## config.mk

```make
export PLATFORM = sky130hd
export DESIGN_NAME = collatz_sweep_flat
export DESIGN_NICKNAME = d
export VERILOG_FILES = /design/src/rtl/collatz_sweep_if.sv /design/src/rtl/collatz_sweep.sv /design/src/flat_wrapper.sv
export SDC_FILE = /design/constraint.sdc
export NUM_CORES = 1
export LEC_CHECK = 0
export CAP_MARGIN = 25
export CORE_ASPECT_RATIO = 1.2
export CORE_MARGIN = 4
export CORE_UTILIZATION = 30
export CTS_CLUSTER_SIZE = 40
export DETAILED_ROUTE_END_ITERATION = 10
export PLACE_DENSITY_LB_ADDON = 0.25
export SLEW_MARGIN = 20
export SYNTH_ARGS = -nofsm -noshare
export SYNTH_HDL_FRONTEND = slang
export SYNTH_SLANG_ARGS = --single-unit
export TNS_END_PERCENT = 30
```

## constraint.sdc

```tcl
create_clock -name clk -period 3.42 [get_ports clk]
set_input_delay 0.684 -clock clk [delete_from_list [all_inputs] [get_ports clk]]
set_output_delay 0.684 -clock clk [all_outputs]
set_load 0.03 [all_outputs]
```

## src/rtl/collatz_sweep_if.sv

```systemverilog
// Job, core and summary handshake bundle for collatz_sweep.
// slave = the sweep block's view, master = the driving environment's view.
interface collatz_sweep_if #(
   parameter int N     = 16,
   parameter int CNT_W = 16
);
   logic             in_valid;
   logic             in_ready;
   logic [N-1:0]     in_first;
   logic [CNT_W-1:0] in_count;
   logic [N-1:0]     in_step;
   logic             core_in_valid;
   logic             core_in_ready;
   logic [N-1:0]     core_in0;
   logic             core_out_valid;
   logic             core_out_ready;
   logic [N-1:0]     core_out0;
   logic             out_valid;
   logic             out_ready;
   logic [N-1:0]     out_max;
   logic [N-1:0]     out_arg;
   logic [CNT_W-1:0] out_n;
   logic             out_ovf;

   modport slave (
      input  in_valid, in_first, in_count, in_step,
      input  core_in_ready, core_out_valid, core_out0, out_ready,
      output in_ready, core_in_valid, core_in0, core_out_ready,
      output out_valid, out_max, out_arg, out_n, out_ovf
   );

   modport master (
      output in_valid, in_first, in_count, in_step,
      output core_in_ready, core_out_valid, core_out0, out_ready,
      input  in_ready, core_in_valid, core_in0, core_out_ready,
      input  out_valid, out_max, out_arg, out_n, out_ovf
   );
endinterface

```

## src/rtl/collatz_sweep.sv

```systemverilog
// Issues first, first+step, ... to a collatz core one op at a time and reports max/argmax.
// COLLATZ_SWEEP_OVF_EN: abort with out_ovf when the next start value carries out of N bits.
module collatz_sweep #(
   parameter int N     = 16,
   parameter int CNT_W = 16
) (
   input  logic              clk,
   input  logic              rst,
   collatz_sweep_if.slave    bus
);
   typedef enum logic [1:0] {IDLE, ISSUE, WAIT, DONE} state_t;

   state_t           state_q, state_d;
   logic [N-1:0]     cur_q, cur_d, cur_nxt;
   logic [N-1:0]     step_q, step_d;
   logic [CNT_W-1:0] count_q, count_d;
   logic [N-1:0]     max_q, max_d;
   logic [N-1:0]     arg_q, arg_d;
   logic [CNT_W-1:0] n_q, n_d;
   logic             in_ready_q, in_ready_d;
   logic             core_in_valid_q, core_in_valid_d;
   logic             core_out_ready_q, core_out_ready_d;
   logic             out_valid_q, out_valid_d;
   logic [N-1:0]     core_in0_q, core_in0_d;

`ifdef COLLATZ_SWEEP_OVF_EN
   logic [N:0]       sum;
   logic             ovf_q, ovf_d;
   assign sum     = {1'b0, cur_q} + {1'b0, step_q};
   assign cur_nxt = sum[N-1:0];
   assign bus.out_ovf = ovf_q;
`else
   assign cur_nxt = cur_q + step_q;
   assign bus.out_ovf = 1'b0;
`endif

   always_comb begin
      state_d = state_q;
      cur_d   = cur_q;
      step_d  = step_q;
      count_d = count_q;
      max_d   = max_q;
      arg_d   = arg_q;
      n_d     = n_q;
`ifdef COLLATZ_SWEEP_OVF_EN
      ovf_d   = ovf_q;
`endif
      case (state_q)
         IDLE: begin
            // core_out_ready is high here, so stale core results drain away.
            if (bus.in_valid && in_ready_q) begin
               cur_d   = bus.in_first;
               step_d  = bus.in_step;
               count_d = bus.in_count;
               max_d   = '0;
               arg_d   = bus.in_first;
               n_d     = '0;
`ifdef COLLATZ_SWEEP_OVF_EN
               ovf_d   = 1'b0;
`endif
               state_d = (bus.in_count == '0) ? DONE : ISSUE;
            end
         end
         ISSUE: begin
            if (core_in_valid_q && bus.core_in_ready) state_d = WAIT;
         end
         WAIT: begin
            if (bus.core_out_valid && core_out_ready_q) begin
               n_d   = n_q + CNT_W'(1);
               cur_d = cur_nxt;
               if (bus.core_out0 > max_q) begin
                  max_d = bus.core_out0;
                  arg_d = cur_q;
               end
               if (n_d == count_q) state_d = DONE;
`ifdef COLLATZ_SWEEP_OVF_EN
               else if (sum[N]) begin
                  ovf_d   = 1'b1;
                  state_d = DONE;
               end
`endif
               else state_d = ISSUE;
            end
         end
         DONE: begin
            if (out_valid_q && bus.out_ready) state_d = IDLE;
         end
         default: state_d = IDLE;
      endcase

      // Outputs are decoded from the next state so they are flops, not comb.
      in_ready_d       = (state_d == IDLE);
      core_in_valid_d  = (state_d == ISSUE);
      core_out_ready_d = (state_d != ISSUE);
      out_valid_d      = (state_d == DONE);
      core_in0_d       = cur_d;
   end

   always_ff @(posedge clk) begin
      if (rst) begin
         state_q          <= IDLE;
         cur_q            <= '0;
         step_q           <= '0;
         count_q          <= '0;
         max_q            <= '0;
         arg_q            <= '0;
         n_q              <= '0;
         in_ready_q       <= 1'b1;
         core_in_valid_q  <= 1'b0;
         core_out_ready_q <= 1'b1;
         out_valid_q      <= 1'b0;
         core_in0_q       <= '0;
`ifdef COLLATZ_SWEEP_OVF_EN
         ovf_q            <= 1'b0;
`endif
      end else begin
         state_q          <= state_d;
         cur_q            <= cur_d;
         step_q           <= step_d;
         count_q          <= count_d;
         max_q            <= max_d;
         arg_q            <= arg_d;
         n_q              <= n_d;
         in_ready_q       <= in_ready_d;
         core_in_valid_q  <= core_in_valid_d;
         core_out_ready_q <= core_out_ready_d;
         out_valid_q      <= out_valid_d;
         core_in0_q       <= core_in0_d;
`ifdef COLLATZ_SWEEP_OVF_EN
         ovf_q            <= ovf_d;
`endif
      end
   end

   assign bus.in_ready       = in_ready_q;
   assign bus.core_in_valid  = core_in_valid_q;
   assign bus.core_in0       = core_in0_q;
   assign bus.core_out_ready = core_out_ready_q;
   assign bus.out_valid      = out_valid_q;
   assign bus.out_max        = max_q;
   assign bus.out_arg        = arg_q;
   assign bus.out_n          = n_q;
endmodule

```

## src/flat_wrapper.sv

```systemverilog
// flat-port wrapper written by rule: the top's interface ports become plain ports
module collatz_sweep_flat 
#(
   parameter int N     = 16,
   parameter int CNT_W = 16
)
  (clk, rst, bus_in_valid, bus_in_first, bus_in_count, bus_in_step, bus_core_in_ready, bus_core_out_valid, bus_core_out0, bus_out_ready, bus_in_ready, bus_core_in_valid, bus_core_in0, bus_core_out_ready, bus_out_valid, bus_out_max, bus_out_arg, bus_out_n, bus_out_ovf);
  collatz_sweep_if #(.N(N), .CNT_W(CNT_W)) bus_i ();
  input  logic clk;
  input  logic rst;
  input wire logic [$bits(bus_i.in_valid)-1:0] bus_in_valid;
  input wire logic [$bits(bus_i.in_first)-1:0] bus_in_first;
  input wire logic [$bits(bus_i.in_count)-1:0] bus_in_count;
  input wire logic [$bits(bus_i.in_step)-1:0] bus_in_step;
  input wire logic [$bits(bus_i.core_in_ready)-1:0] bus_core_in_ready;
  input wire logic [$bits(bus_i.core_out_valid)-1:0] bus_core_out_valid;
  input wire logic [$bits(bus_i.core_out0)-1:0] bus_core_out0;
  input wire logic [$bits(bus_i.out_ready)-1:0] bus_out_ready;
  output wire logic [$bits(bus_i.in_ready)-1:0] bus_in_ready;
  output wire logic [$bits(bus_i.core_in_valid)-1:0] bus_core_in_valid;
  output wire logic [$bits(bus_i.core_in0)-1:0] bus_core_in0;
  output wire logic [$bits(bus_i.core_out_ready)-1:0] bus_core_out_ready;
  output wire logic [$bits(bus_i.out_valid)-1:0] bus_out_valid;
  output wire logic [$bits(bus_i.out_max)-1:0] bus_out_max;
  output wire logic [$bits(bus_i.out_arg)-1:0] bus_out_arg;
  output wire logic [$bits(bus_i.out_n)-1:0] bus_out_n;
  output wire logic [$bits(bus_i.out_ovf)-1:0] bus_out_ovf;
  assign bus_i.in_valid = bus_in_valid;
  assign bus_i.in_first = bus_in_first;
  assign bus_i.in_count = bus_in_count;
  assign bus_i.in_step = bus_in_step;
  assign bus_i.core_in_ready = bus_core_in_ready;
  assign bus_i.core_out_valid = bus_core_out_valid;
  assign bus_i.core_out0 = bus_core_out0;
  assign bus_i.out_ready = bus_out_ready;
  assign bus_in_ready = bus_i.in_ready;
  assign bus_core_in_valid = bus_i.core_in_valid;
  assign bus_core_in0 = bus_i.core_in0;
  assign bus_core_out_ready = bus_i.core_out_ready;
  assign bus_out_valid = bus_i.out_valid;
  assign bus_out_max = bus_i.out_max;
  assign bus_out_arg = bus_i.out_arg;
  assign bus_out_n = bus_i.out_n;
  assign bus_out_ovf = bus_i.out_ovf;
  collatz_sweep #(.N(N), .CNT_W(CNT_W)) u_core (.clk(clk), .rst(rst), .bus(bus_i));
endmodule
```

### Yosys cells after proc, flatten, opt, wreduce, memory -nomap -nowiden

Index checks and enable logic that the tools add are counted.

| operators by class | value |
|---|---|
| add/subtract/negate cells | 2 |
| $lt $le $gt $ge | 1 |
| equality and inequality tests | 10 |
| multiplexer cells | 19 |
| reductions and logical operators | 11 |

Operator list:

| cell | number |
|---|---|
| 2-to-1 mux 16 bit | 8 |
| case mux 16 bit (2 select lines) | 4 |
| adder 16 x 1 -> 16 bit, second input constant | 1 |
| adder 16 bit | 1 |
| == test 16 bit | 1 |
| greater-than comparator 16 bit | 1 |
| zero test 16 bit | 1 |
| 2-to-1 mux 2 bit | 6 |
| inequality test 2 x 1 -> 1 bit, second input constant | 4 |
| case mux 2 bit (4 select lines) | 1 |
| == test 2 bit, second input constant | 3 |
| == test 2 x 1 -> 1 bit, second input constant | 2 |
| logical AND 1 bit | 4 |
| zero test 2 bit | 2 |
| AND reduction 4 bit | 1 |
| AND reduction 3 bit | 1 |
| AND reduction 2 bit | 1 |
| nonzero test 2 bit | 1 |

| word-level totals | value |
|---|---|
| register bits after elaboration | 102 |
| input port bits | 70 |
| output and inout bits | 69 |
| word-level logic and storage cells | 54 |

### Longest topological paths before layout

| logic depth | value |
|---|---|
| depth in word-level cells | 6 |
| depth in mapped cells | 11 |
| gate-level depth less buffers | 10 |

### Least setup slack after synthesis

No wires, ideal clock.

| timing path | value |
|---|---|
| path kind | in2reg |
| start point | input port bus_core_out0[1] |
| end point | register u_core.max_q[10] (netlist: u_core.bus.out_max[10]) |
| setup time | 132 ps |
| arrival | 2,496 ps |
| required time | 3,288 ps |
| slack | 792 ps |
| stages on the path | 10 |
| cell sequence | ha_1 > nor2b_1 > o21ai_0 > a21oi_1 > a2111oi_0 > o31ai_1 > clkbuf_1 > clkbuf_1 > nand4_1 > a21oi_1 |

| between the ends | value |
|---|---|
| longest elaborated chain between the ends | 3 |

Ends and longest elaborated chain:

| element | line | RTL |
|---|---|---|
| from (decl) | flat_wrapper.sv:17 | `input wire logic [$bits(bus_i.core_out0)-1:0] bus_core_out0;` |
| greater-than comparator 16 bit | collatz_sweep.sv:71 | `if (bus.core_out0 > max_q) begin` |
| inequality test 2 x 1 -> 1 bit (no source line) | - |  |
| AND reduction 4 bit (no source line) | - |  |
| to (signal assigned) | collatz_sweep.sv:121 | `max_q <= max_d;` |
| to (decl) | collatz_sweep.sv:17 | `logic [N-1:0] max_q, max_d;` |

No other way between the ends.
A chain may end at the register's enable or synchronous reset.

### Final worst setup path

| timing path | value |
|---|---|
| start point | input port bus_core_out0[1] |
| end point | register u_core.arg_q[9] (netlist: u_core.bus.out_arg[9]) |

| between the ends | value |
|---|---|
| longest elaborated chain between the ends | 3 |

Ends and longest elaborated chain:

| element | line | RTL |
|---|---|---|
| greater-than comparator 16 bit | collatz_sweep.sv:71 |  |
| inequality test 2 x 1 -> 1 bit (no source line) | - |  |
| AND reduction 4 bit (no source line) | - |  |
| to (signal assigned) | collatz_sweep.sv:122 | `arg_q <= arg_d;` |
| to (decl) | collatz_sweep.sv:18 | `logic [N-1:0] arg_q, arg_d;` |

No other way between the ends.

==> flow_metrics.env <==
export IMPL_status="finished, final reports clean"
export IMPL_grt_antenna_before_repair=0
export IMPL_grt_max_degree=49
export IMPL_hpwl_mm=13.5
export IMPL_grt_remaining_overflow=0
export IMPL_ant_nets=0
export IMPL_cts_made_buffers=9
export IMPL_power_leakage_uw=0.00289
export IMPL_gp_congestion=0.823
export IMPL_p_sw_uw=1010
export IMPL_syn_area_per_cell_um2=7.87
export IMPL_cp_end_kind="flip-flop"
export IMPL_post_cts_buffers=0
export IMPL_yosysUniqueCellTypes=59
export IMPL_core_mm2=0.0191
export IMPL_pwr_share_seq_pct=43.0
export IMPL_fin_cells=1120
export IMPL_grt_busiest_layer="met2"
export IMPL_fin_crit_sh_pct=84.2
export IMPL_yosys_warnings=0
export IMPL_grt_pass1_vias=5485
export IMPL_clkPwrFrac_pct=32.7
export IMPL_period_minus_slack_ns=2.88
export IMPL_path_class="in2reg"
export IMPL_grt_use_met3_pct=3.40
export IMPL_clkTransAtPathRegs_ns=0.08
export IMPL_grtUsageTotal_pct=16.9
export IMPL_p_int_uw=2090
export IMPL_power_density_mw_per_mm2=398
export IMPL_first_iter_violations=299
export IMPL_ctsHoldBuffers=0
export IMPL_rsz0062_at_grt="no"
export IMPL_setup_viol=0
export IMPL_drive_above_1_share_pct=5.56
export IMPL_arrival_ns=3.15
export IMPL_cp_start_kind="primary input"
export IMPL_die_h_um=161
export IMPL_sw_frac_of_total_pct=32.6
export IMPL_clockRootBuffer="clkbuf_16"
export IMPL_syn2layout_area_growth_pct=32.9
export IMPL_synth_edff_count=0
export IMPL_start_util_pct=30.8
export IMPL_hold_class="reg2reg"
export IMPL_cts_resized=0
export IMPL_fin_nets=962
export IMPL_n_antenna_cell=0
export IMPL_path_max_fanout=40
export IMPL_wl_per_cell_um=16.8
export IMPL_detail_route_drc_violations=0
export IMPL_met2_usage_pct=27.1
export IMPL_maxSlewHeadroom_pct=59.2
export IMPL_comb_power_share_pct=24.3
export IMPL_ys_ff_latch=102
export IMPL_clk_latency_ns=0.36
export IMPL_num_rows=55
export IMPL_grt_first_pass_wirelength_mm=29.6
export IMPL_max_cap_viol_count=0
export IMPL_wirelength_mm=18.8
export IMPL_slew_viol_final=0
export IMPL_place_inst=1103
export IMPL_dieArea_mm2=0.0219
export IMPL_synth_area_mm2=0.00588
export IMPL_worst_slew_pin_slew_ns=0.607
export IMPL_vdd_drop_max_v=0.000220
export IMPL_hold_viol_final=0
export IMPL_clock_sinks=102
export IMPL_cts_max_path_buffers=2
export IMPL_crit_required_ns=3.69
export IMPL_grt_util_met1_pct=22.8
export IMPL_io_buffers=137
export IMPL_cts_max_level=3
export IMPL_io_pins=139
export IMPL_via_count=5811
export IMPL_cts_tree="built"
export IMPL_dr_pass1_iters=4
export IMPL_ys_flop_type="dfxtp_1"
export IMPL_fillers=1990
export IMPL_async_flop_share_pct=0
export IMPL_post_drt_via_cell_ratio=5.19
export IMPL_skew_ns=0.00692
export IMPL_synthCells=747
export IMPL_syn_nets=850
export IMPL_die_w_um=136
export IMPL_fmax_mhz=347
export IMPL_setup_tns_ns=0
export IMPL_seq_area_frac_synth_pct=34.7
==> power groups by stage <==
stage	clock network [uW]	registers, uW	logic (uW)
after floorplan	0	1440	360
after global placement	0	1360	750
after detailed placement	0	1360	752
after CTS	1050	1340	754
after global routing	1090	1350	829
final	1020	1330	755
==> per-layer routing <==
metal	vias up	wire length (um)
li1	2928	-
met1	2711	8870
met2	147	8480
met3	25	1130
met4	0	301
met5	-	0
==> worst paths after layout <==
path,depth (start not counted),slack [ns],from,end
max,11,0.54,bus_core_out0[1],u_core.bus.out_arg[9]$_SDFFE_PP0P_
min,2,0.46,u_core.step_q[2]$_SDFFE_PP0P_,u_core.step_q[2]$_SDFFE_PP0P_
max reg2reg,8,0.90,u_core.bus.out_n[0]$_SDFFE_PP0P_,u_core.bus.core_in_valid$_SDFF_PP0_
min reg2reg,2,0.46,u_core.step_q[2]$_SDFFE_PP0P_,u_core.step_q[2]$_SDFFE_PP0P_
==> layout make-up <==
type / count / area [um2] / area share, %
multi-input cells: 566 / 3540 / 45.4
inverters: 25 / 93.8 / 1.20
clock inverters: 7 / 56.3 / 0.721
flip-flops and latches: 102 / 2040 / 26.1
repair buffers: 155 / 1530 / 19.6
clock buffers: 9 / 225 / 2.88
well taps: 256 / 320 / 4.10
==> critical path: stages <==
cell and delay, ns:
clkdlybuf4s50_1 0.45, ha_1 0.31, nor2b_1 0.11, o21ai_0 0.09, a21oi_1 0.14, a2111oi_0 0.07
buf_4 0.16, o31ai_4 0.49, buf_12 0.27, a21oi_1 0.09, a311oi_1 0.25
==> cells in the final DEF, fill, tap and decap left out, types with 8 or more instances in the layout <==
cell type / instances
a311oi_1: 21
a22oi_1: 16
nor2_1: 49
nor3_1: 16
xnor2_1: 16
nand3_1: 25
inv_1: 25
o21ai_0: 39
nand4_1: 19
a21oi_1: 100
buf_4: 17
a31oi_1: 8
ha_1: 32
xor2_1: 11
mux2i_1: 21
nand2_1: 98
dfxtp_1: 102
clkbuf_16: 9
clkdlybuf4s50_1: 136
a211oi_1: 8
==> cell usage after synthesis (8+ instances only) <==
| library cell | instances | share of area (%) |
|---|---|---|
| dfxtp_1 | 102 | 35 |
| a21oi_1 | 100 | 8.5 |
| nand2_1 | 98 | 6.3 |
| nor2_1 | 51 | 3.3 |
| clkbuf_1 | 40 | 2.6 |
| o21ai_0 | 39 | 3.3 |
| ha_1 | 32 | 6.8 |
| inv_1 | 25 | 1.6 |
| nand3_1 | 25 | 2.1 |
| a311oi_1 | 21 | 3.1 |
| mux2i_1 | 21 | 3.6 |
| nand4_1 | 19 | 2.0 |
| a22oi_1 | 16 | 2.0 |
| nor3_1 | 16 | 1.4 |
| xnor2_1 | 16 | 2.4 |
| xor2_1 | 11 | 1.6 |
| a211oi_1 | 8 | 1.0 |
| a31oi_1 | 8 | 0.85 |
==> flip-flops by register name, summed over array words and instances (netlist names) <==
| signal | count |
|---|---|
| u_core.state_q | 2 |
| u_core.bus.core_in_valid | 1 |
| u_core.bus.core_out_ready | 1 |
| u_core.bus.in_ready | 1 |
| u_core.count_q | 16 |
| u_core.cur_q | 16 |
| u_core.step_q | 16 |
| u_core.bus.out_max | 16 |
| u_core.bus.out_n | 16 |
| u_core.bus.out_valid | 1 |
| u_core.bus.out_arg | 16 |
==> logic make-up (layout without fill, tap and decap cells) <==
kind of cell    after synthesis  after routing  share of synthesized area (%)
other cells                   1              1                         0.0638
compound gates              228            228                           23.8
mux                          22             22                           3.83
buf+inv                      79            196                           5.39
xor+xnor                     27             27                           4.02
flops                       102            102                           34.7
fa+ha+maj                    33             33                           7.15
simple gates                255            255                           21.0
==> stage by stage <==
stage	utilization [%]	hold WS, ns	total power (uW)	setup WS (ns)	instance area (um2)
CTS	40.9	0.463	3140	0.401	7790
global route	41.0	0.479	3270	0.352	7810
detailed placement	39.4	0.453	2120	0.0151	7510
finish	41.0	0.457	3110	0.540	7810
global placement	39.4	0.450	2110	0.0905	7510
floorplan	-	0.440	1800	0.792	5880
No activity file was read; power rests on OpenSTA's default activity.
